**config.mk**
```make
export PLATFORM = sky130hd
export DESIGN_NAME = uart_rx
export DESIGN_NICKNAME = d
export VERILOG_FILES = /design/src/rtl/uart_pkg.sv /design/src/rtl/uart_rx_sampler.sv /design/src/rtl/uart_rx.sv
export SDC_FILE = /design/constraint.sdc
export NUM_CORES = 1
export LEC_CHECK = 0
export CAP_MARGIN = 20
export CORE_MARGIN = 4
export CORE_UTILIZATION = 40
export DETAILED_ROUTE_END_ITERATION = 10
export GPL_TIMING_DRIVEN = 0
export SETUP_SLACK_MARGIN = 0.15
export SYNTH_ARGS = -nofsm -noshare
export SYNTH_HDL_FRONTEND = slang
export SYNTH_SLANG_ARGS = --single-unit
```
**constraint.sdc**
```tcl
create_clock -name clk -period 9.6 [get_ports clk]
set_clock_uncertainty 0.1 [all_clocks]
set_input_delay 0.96 -clock clk [delete_from_list [all_inputs] [get_ports clk]]
set_output_delay 0.96 -clock clk [all_outputs]
set_load 0.01 [all_outputs]
```
**src/rtl/uart_pkg.sv**
```systemverilog
// Shared UART definitions: RX state encoding, oversampling constants and the
// fill-level threshold decode used by both the RX and TX FIFOs.
// No logic of its own; imported by uart_rx and uart_rx_sampler.
package uart_pkg;

  typedef enum logic [2:0] {
    RX_IDLE   = 3'd0,
    RX_START  = 3'd1,
    RX_DATA   = 3'd2,
    RX_PARITY = 3'd3,
    RX_STOP   = 3'd4
  } rx_state_t;

  localparam int OVERSAMPLE = 16;

  // Strobe ticks at which the line is sampled; the last one is the decision tick.
  localparam logic [2:0][3:0] SAMPLE_TICKS = {4'd9, 4'd8, 4'd7};

  // Threshold code 0..7 -> 1, 2, 4, 6, 8, 10, 12, 14 entries.
  function automatic logic [6:0] threshold_decode(input logic [2:0] code);
    return (code == 3'd0) ? 7'd1 : {3'b000, code, 1'b0};
  endfunction

endpackage

```
**src/rtl/uart_rx_sampler.sv**
```systemverilog
// Line conditioning for the UART receiver: 2-FF synchroniser, start-edge detect
// and 2-of-3 majority vote over the mid-bit strobes.
// Latency: line visible 2 clk after the pad; bit decision is combinational on
// the decision strobe. No backpressure.
// Ports: clk/rst; rx (async pad); strb + tick from the bit timer;
//        fall (idle->start edge), bit_valid (decision strobe), bit_value (majority).
module uart_rx_sampler
  import uart_pkg::*;
(
  input  logic       clk,
  input  logic       rst,
  input  logic       rx,
  input  logic       strb,
  input  logic [3:0] tick,
  output logic       fall,
  output logic       bit_valid,
  output logic       bit_value
);

  logic [1:0] sync;
  logic       line;
  logic       line_d;
  logic       samp_a;
  logic       samp_b;

  assign line = sync[1];

  always_ff @(posedge clk or posedge rst) begin
    if (rst) begin
      sync   <= 2'b11;
      line_d <= 1'b1;
      samp_a <= 1'b1;
      samp_b <= 1'b1;
    end else begin
      sync   <= {sync[0], rx};
      line_d <= line;
      if (strb && tick == SAMPLE_TICKS[0]) samp_a <= line;
      if (strb && tick == SAMPLE_TICKS[1]) samp_b <= line;
    end
  end

  assign fall      = line_d & ~line;
  assign bit_valid = strb && (tick == SAMPLE_TICKS[2]);
  // Third sample is the live line on the decision strobe itself.
  assign bit_value = (samp_a & samp_b) | (samp_a & line) | (samp_b & line);

endmodule

```
**src/rtl/uart_rx.sv**
```systemverilog
// UART receiver: deserialises 5-8 bit frames (optional parity) into an RX FIFO
// with sticky parity/framing/overflow errors and a fill-level threshold flag.
// Latency: byte pushed at the stop-bit decision; read data registered 1 clk
// after i_fifo_rd_en. Backpressure: none on the line -- a push into a full
// FIFO drops the byte and sets o_overflow_error.
// Ports: frame config (i_parity, i_data_bits, i_stop_bits, i_use_parity),
//        FIFO read side (i_fifo_rd_en, o_fifo_rd_data, i_fifo_clear, flags),
//        error flags + i_err_clear, strobe handshake (i_rx_strb, o_rx_strb_en).
module uart_rx
  import uart_pkg::*;
#(
  parameter int FIFO_DEPTH = 16
) (
  input  logic       clk,
  input  logic       rst,
  input  logic       i_uart_rx,
  input  logic       i_parity,
  input  logic [1:0] i_data_bits,
  input  logic       i_stop_bits,
  input  logic       i_use_parity,
  input  logic [2:0] i_threshold_value,
  output logic       o_threshold,
  input  logic       i_fifo_rd_en,
  output logic [7:0] o_fifo_rd_data,
  input  logic       i_fifo_clear,
  output logic       o_fifo_full,
  output logic       o_fifo_empty,
  input  logic       i_err_clear,
  output logic       o_parity_error,
  output logic       o_frame_error,
  output logic       o_overflow_error,
  input  logic       i_rx_strb,
  output logic       o_rx_strb_en
);

  localparam int AW = $clog2(FIFO_DEPTH);
  localparam int CW = AW + 1;

  rx_state_t  state;
  logic [3:0] tick;
  logic [3:0] bit_cnt;
  logic [3:0] nbits;
  logic       use_par;
  logic       par_odd;
  logic [7:0] shift;

  logic       fall;
  logic       bit_valid;
  logic       bit_value;
  logic       bit_end;

  // The receiver resynchronises on the first stop bit, so the stop-bit count
  // never changes what it does.
  logic       unused_stop_bits;
  assign unused_stop_bits = i_stop_bits;

  uart_rx_sampler u_sampler (
    .clk       (clk),
    .rst       (rst),
    .rx        (i_uart_rx),
    .strb      (i_rx_strb),
    .tick      (tick),
    .fall      (fall),
    .bit_valid (bit_valid),
    .bit_value (bit_value)
  );

  assign bit_end = i_rx_strb && (tick == 4'(OVERSAMPLE - 1));

  always_ff @(posedge clk or posedge rst) begin
    if (rst) begin
      state        <= RX_IDLE;
      tick         <= '0;
      bit_cnt      <= '0;
      nbits        <= 4'd5;
      use_par      <= 1'b0;
      par_odd      <= 1'b0;
      shift        <= '0;
      o_rx_strb_en <= 1'b0;
    end else begin
      if (state != RX_IDLE && i_rx_strb) tick <= tick + 4'd1;
      case (state)
        RX_IDLE: begin
          o_rx_strb_en <= 1'b0;
          if (fall) begin
            // Frame format is frozen here for the whole frame.
            state        <= RX_START;
            o_rx_strb_en <= 1'b1;
            tick         <= '0;
            bit_cnt      <= '0;
            shift        <= '0;
            nbits        <= 4'd5 + {2'b00, i_data_bits};
            use_par      <= i_use_parity;
            par_odd      <= i_parity;
          end
        end
        RX_START: begin
          if (bit_valid && bit_value) begin
            state        <= RX_IDLE;   // glitch, not a start bit
            o_rx_strb_en <= 1'b0;
          end else if (bit_end) begin
            state <= RX_DATA;
          end
        end
        RX_DATA: begin
          if (bit_valid) begin
            shift[bit_cnt[2:0]] <= bit_value;
            bit_cnt             <= bit_cnt + 4'd1;
          end
          if (bit_end && bit_cnt == nbits) state <= use_par ? RX_PARITY : RX_STOP;
        end
        RX_PARITY: begin
          if (bit_end) state <= RX_STOP;
        end
        RX_STOP: begin
          if (bit_valid) begin
            state        <= RX_IDLE;
            o_rx_strb_en <= 1'b0;
          end
        end
        default: begin
          state        <= RX_IDLE;
          o_rx_strb_en <= 1'b0;
        end
      endcase
    end
  end

  // Upper shift bits stay zero, so reducing the whole byte covers only data bits.
  logic par_set;
  logic frm_set;
  logic push_req;
  assign par_set  = (state == RX_PARITY) && bit_valid && (bit_value != (par_odd ^ (^shift)));
  assign frm_set  = (state == RX_STOP) && bit_valid && !bit_value;
  assign push_req = (state == RX_STOP) && bit_valid;

  // RX FIFO
  logic [7:0]    mem [FIFO_DEPTH];
  logic [AW-1:0] wr_ptr;
  logic [AW-1:0] rd_ptr;
  logic [CW-1:0] count;
  logic [CW-1:0] count_nxt;
  logic          do_push;
  logic          do_pop;
  logic          ovf_set;

  assign o_fifo_full  = (count == CW'(FIFO_DEPTH));
  assign o_fifo_empty = (count == '0);
  assign do_push      = push_req && !o_fifo_full;
  assign do_pop       = i_fifo_rd_en && !o_fifo_empty;
  assign ovf_set      = push_req && o_fifo_full;

  always_comb begin
    count_nxt = count;
    if (i_fifo_clear)          count_nxt = '0;
    else if (do_push && !do_pop) count_nxt = count + CW'(1);
    else if (do_pop && !do_push) count_nxt = count - CW'(1);
  end

  always_ff @(posedge clk or posedge rst) begin
    if (rst) begin
      wr_ptr         <= '0;
      rd_ptr         <= '0;
      count          <= '0;
      o_fifo_rd_data <= '0;
      o_threshold    <= 1'b0;
      for (int i = 0; i < FIFO_DEPTH; i++) mem[i] <= '0;
    end else begin
      count       <= count_nxt;
      o_threshold <= 7'(count_nxt) >= threshold_decode(i_threshold_value);
      if (i_fifo_clear) begin
        wr_ptr <= '0;
        rd_ptr <= '0;
      end else begin
        if (do_push) begin
          mem[wr_ptr] <= shift;
          wr_ptr      <= wr_ptr + AW'(1);
        end
        if (do_pop) begin
          o_fifo_rd_data <= mem[rd_ptr];
          rd_ptr         <= rd_ptr + AW'(1);
        end
      end
    end
  end

  // Sticky errors: a set in the same cycle as a clear wins.
  always_ff @(posedge clk or posedge rst) begin
    if (rst) begin
      o_parity_error   <= 1'b0;
      o_frame_error    <= 1'b0;
      o_overflow_error <= 1'b0;
    end else begin
      o_parity_error   <= par_set | (o_parity_error   & ~i_err_clear);
      o_frame_error    <= frm_set | (o_frame_error    & ~i_err_clear);
      o_overflow_error <= ovf_set | (o_overflow_error & ~i_err_clear);
    end
  end

endmodule
```
==> impl_results.md <==
- Status: complete, no violations
- Largest net degree at the start of global routing: about 130
- 1st-pass router iterations: 4
- Critical path class: in2reg
- Hold Vio Cnt, Final: 0
- CTS buffer count: 17
- Dpl cells: 971
- Worst hold margin: roughly 0.26 ns
- CTS Sinks: about 180
- Number of synthesized flops with an enable pin: 0
- Final setup violation count: 0
- Gpl congestion: ~0.77
- Fmax: ~280 MHz
- Via-to-Cell Ratio: around 5.4
- Library cells used by synthesis: 64
- CP Max Fanout: 9
- Routed len/inst: ~21 um
- CTS resizes: 0
- Layout Cells excl Fill: around 1,000
- Synthesized instance count: 662
- Minimum clock period after layout: between 3 and 4 ns
- GRT overflow: 0
- Hold buffer count at cts: 0
- CTS tree: built
- Vias: about 5,400
- Nets: 741
- Die H: 158.9 um
- Post-DRT Antenna Nets: 0
- WL final: between 20,000 and 25,000 um
- H-tree levels: 4
- Synthesized Nets: between 600 and 700
- Cell Area, Synth: between 9000 and 10,000 sq um
- Worst ir drop on vdd: 0.0001202 V
- Power Dens Cells: 195.5 nW/um^2
- First-pass GRT wire length: ~33,000 um
- Arr. time, crit path: approximately 3.7 ns
- Seq/Total Area, Yosys: 0.5065
- Number of remaining DRC errors: 0
- Placement row count: 54
- Critical path startpoint category: input port
- Detailed placement HPWL: around 14,000 um
- Layout overhead on the synthesized area: 13.70%
- Post-synthesis register bit count: 184
- Skew-Pair Late Insertion Delay: about 0.43 ns
- Worst slew margin: 0.3405
- CTS root buf: clkbuf_16
- Port buffer count: 28
- Layout cells sized above 1: 0.3430
- I/O pin cnt: 30
- Die area: between 20,000 and 30,000 sq um
- Syn avg cell area: around 14 sq um
- Util after Layout: 0.4687
- Number of global-route vias before repair: a little under 6,000
- Max-slew violation total from the final report: 0
- Leak pwr: between 4 and 5 nW
- CTS max path bufs: 2
- Total setup buffers inserted after CTS: 0
- Async set-reset flop share out of synthesis: 1.000
- HP Class: reg2reg
- Synth warn: 0
- Die W: between 150 and 200 um
- Setup tns final: 0 ns
- Ys flop type: dfrtp_1
- Worst slew pin tran: between 0.9 and 1 ns
- Worst path required time: about 9.8 ns
- RSZ-0062 raised after global routing: no
- Diodes inserted: 0
- Initial DRC Count: roughly 270
- Final period util: 0.3676
- Critical path endpoint category: register
- Initial antenna violation count: 0
- Initial Util: 0.4122
- Max Cap Viol: 0
- GRT Total Usage: 0.1694
- Core ar.: between 20,000 and 25,000 sq um
- Clk pin slew, worst setup/hold paths: 0.07 ns
-- state kept, by name, indices dropped and copies added (netlist names), 2 cells and up --
signal,cells
mem,128
o_fifo_rd_data,8
shift,8
count,5
bit_cnt,4
nbits,4
rd_ptr,4
tick,4
wr_ptr,4
state,3
u_sampler.sync,2
-- report_power, final --
part | total [mW] | switching (mW) | internal, mW
registers | 0.886 | 0.0479 | 0.838
clock network | 0.690 | 0.309 | 0.381
logic | 0.449 | 0.247 | 0.202
-- cells in the final DEF (no fill, tap or decap), drive strengths merged, types with 4 or more instances in the layout --
cell / instances
nor3b: 4
clkinv: 4
o21ai: 14
dfstp: 7
inv: 27
nand2b: 6
clkbuf: 51
nor3: 6
o22ai: 4
mux2: 135
nor2: 25
mux2i: 23
nand4b: 7
dfrtp: 177
clkdlybuf4s50: 28
a2bb2oi: 10
xnor2: 14
ha: 16
nor2b: 4
buf: 17
and3: 4
mux4: 32
nand3: 11
xor2: 6
nand2: 39
a21oi: 4
nor4: 7
-- critical path, stage by stage --
cell and delay (ns):
clkdlybuf4s50_1 0.62, nand4b_4 0.30, nor3_4 0.37, xnor3_1 0.38
or2_1 0.22, ha_1 0.28, nand2b_1 0.13, a21o_1 0.18
a21oi_1 0.14, o221ai_1 0.13
-- final timing paths --
path,startpoint,endpoint,slack [ns],cells after the start
worst max-delay path,i_rx_strb,o_threshold,6.07,10
worst min-delay path,u_sampler.sync[0],u_sampler.sync[1],0.26,0
worst max register to register,tick[1],o_threshold,6.51,11
worst min register to register,u_sampler.sync[0],u_sampler.sync[1],0.26,0
max in group asynchronous,rst,rd_ptr[3],7.60,3
min in group asynchronous,rst,mem[28],0.83,2
-- layout make-up --
cell class | count | area [sq um]
Buffer | 47 | 225.2
Tap cell | 280 | 350.3
Clock buffer | 20 | 466.7
Sequential cell | 184 | 4613
Fill cell | 1936 | 11740
Multi-Input combinational cell | 408 | 4183
Timing Repair Buffer | 29 | 307.8
Inverter | 23 | 93.84
Clock inverter | 12 | 115.1
-- per-stage QoR --
stage	area [sq um]	setup slack (ns)	power, mW
final	10350	6.071	2.025
after global routing	10350	5.907	2.135
after CTS	10350	6.041	2.049
after detailed placement	9773	5.582	1.356
after global placement	9738	1.363	1.339
after floorplan	9107	3.551	1.208
-- Yosys cell counts (6+ instances only) --
library cell / n / area share
o21ai_0: 12 / 0.0066
mux2_2: 103 / 0.13
dfrtp_1: 177 / 0.49
ha_1: 16 / 0.022
nand2_2: 12 / 0.0082
clkbuf_1: 30 / 0.012
nand4b_1: 6 / 0.0058
nand2_1: 27 / 0.011
dfstp_2: 7 / 0.020
nand2b_1: 6 / 0.0041
mux2i_1: 23 / 0.025
mux4_2: 32 / 0.079
xor2_1: 6 / 0.0058
nand3_1: 11 / 0.0060
inv_1: 21 / 0.0087
xnor2_1: 14 / 0.013
nor2_1: 25 / 0.010
mux2_4: 32 / 0.053
buf_2: 8 / 0.0044
a2bb2oi_1: 10 / 0.0096
-- layer usage --
layer / GRT usage / part of all wire
met1: 0.2258 / 0.46
met3: 0.03447 / 0.027
met4: 0.04458 / 0.014
met5: 0 / 0
met2: 0.2851 / 0.50
-- kinds of logic after synthesis --
| logic type | after synthesis | synth area share |
|---|---|---|
| simple gates | 125 | 0.08449 |
| compound gates | 54 | 0.04300 |
| xor+xnor | 22 | 0.02418 |
| buf+inv | 70 | 0.03421 |
| flops | 184 | 0.5065 |
| fa+ha+maj | 17 | 0.02308 |
| mux | 190 | 0.2845 |
No activity file was read; power rests on OpenSTA's default activity.
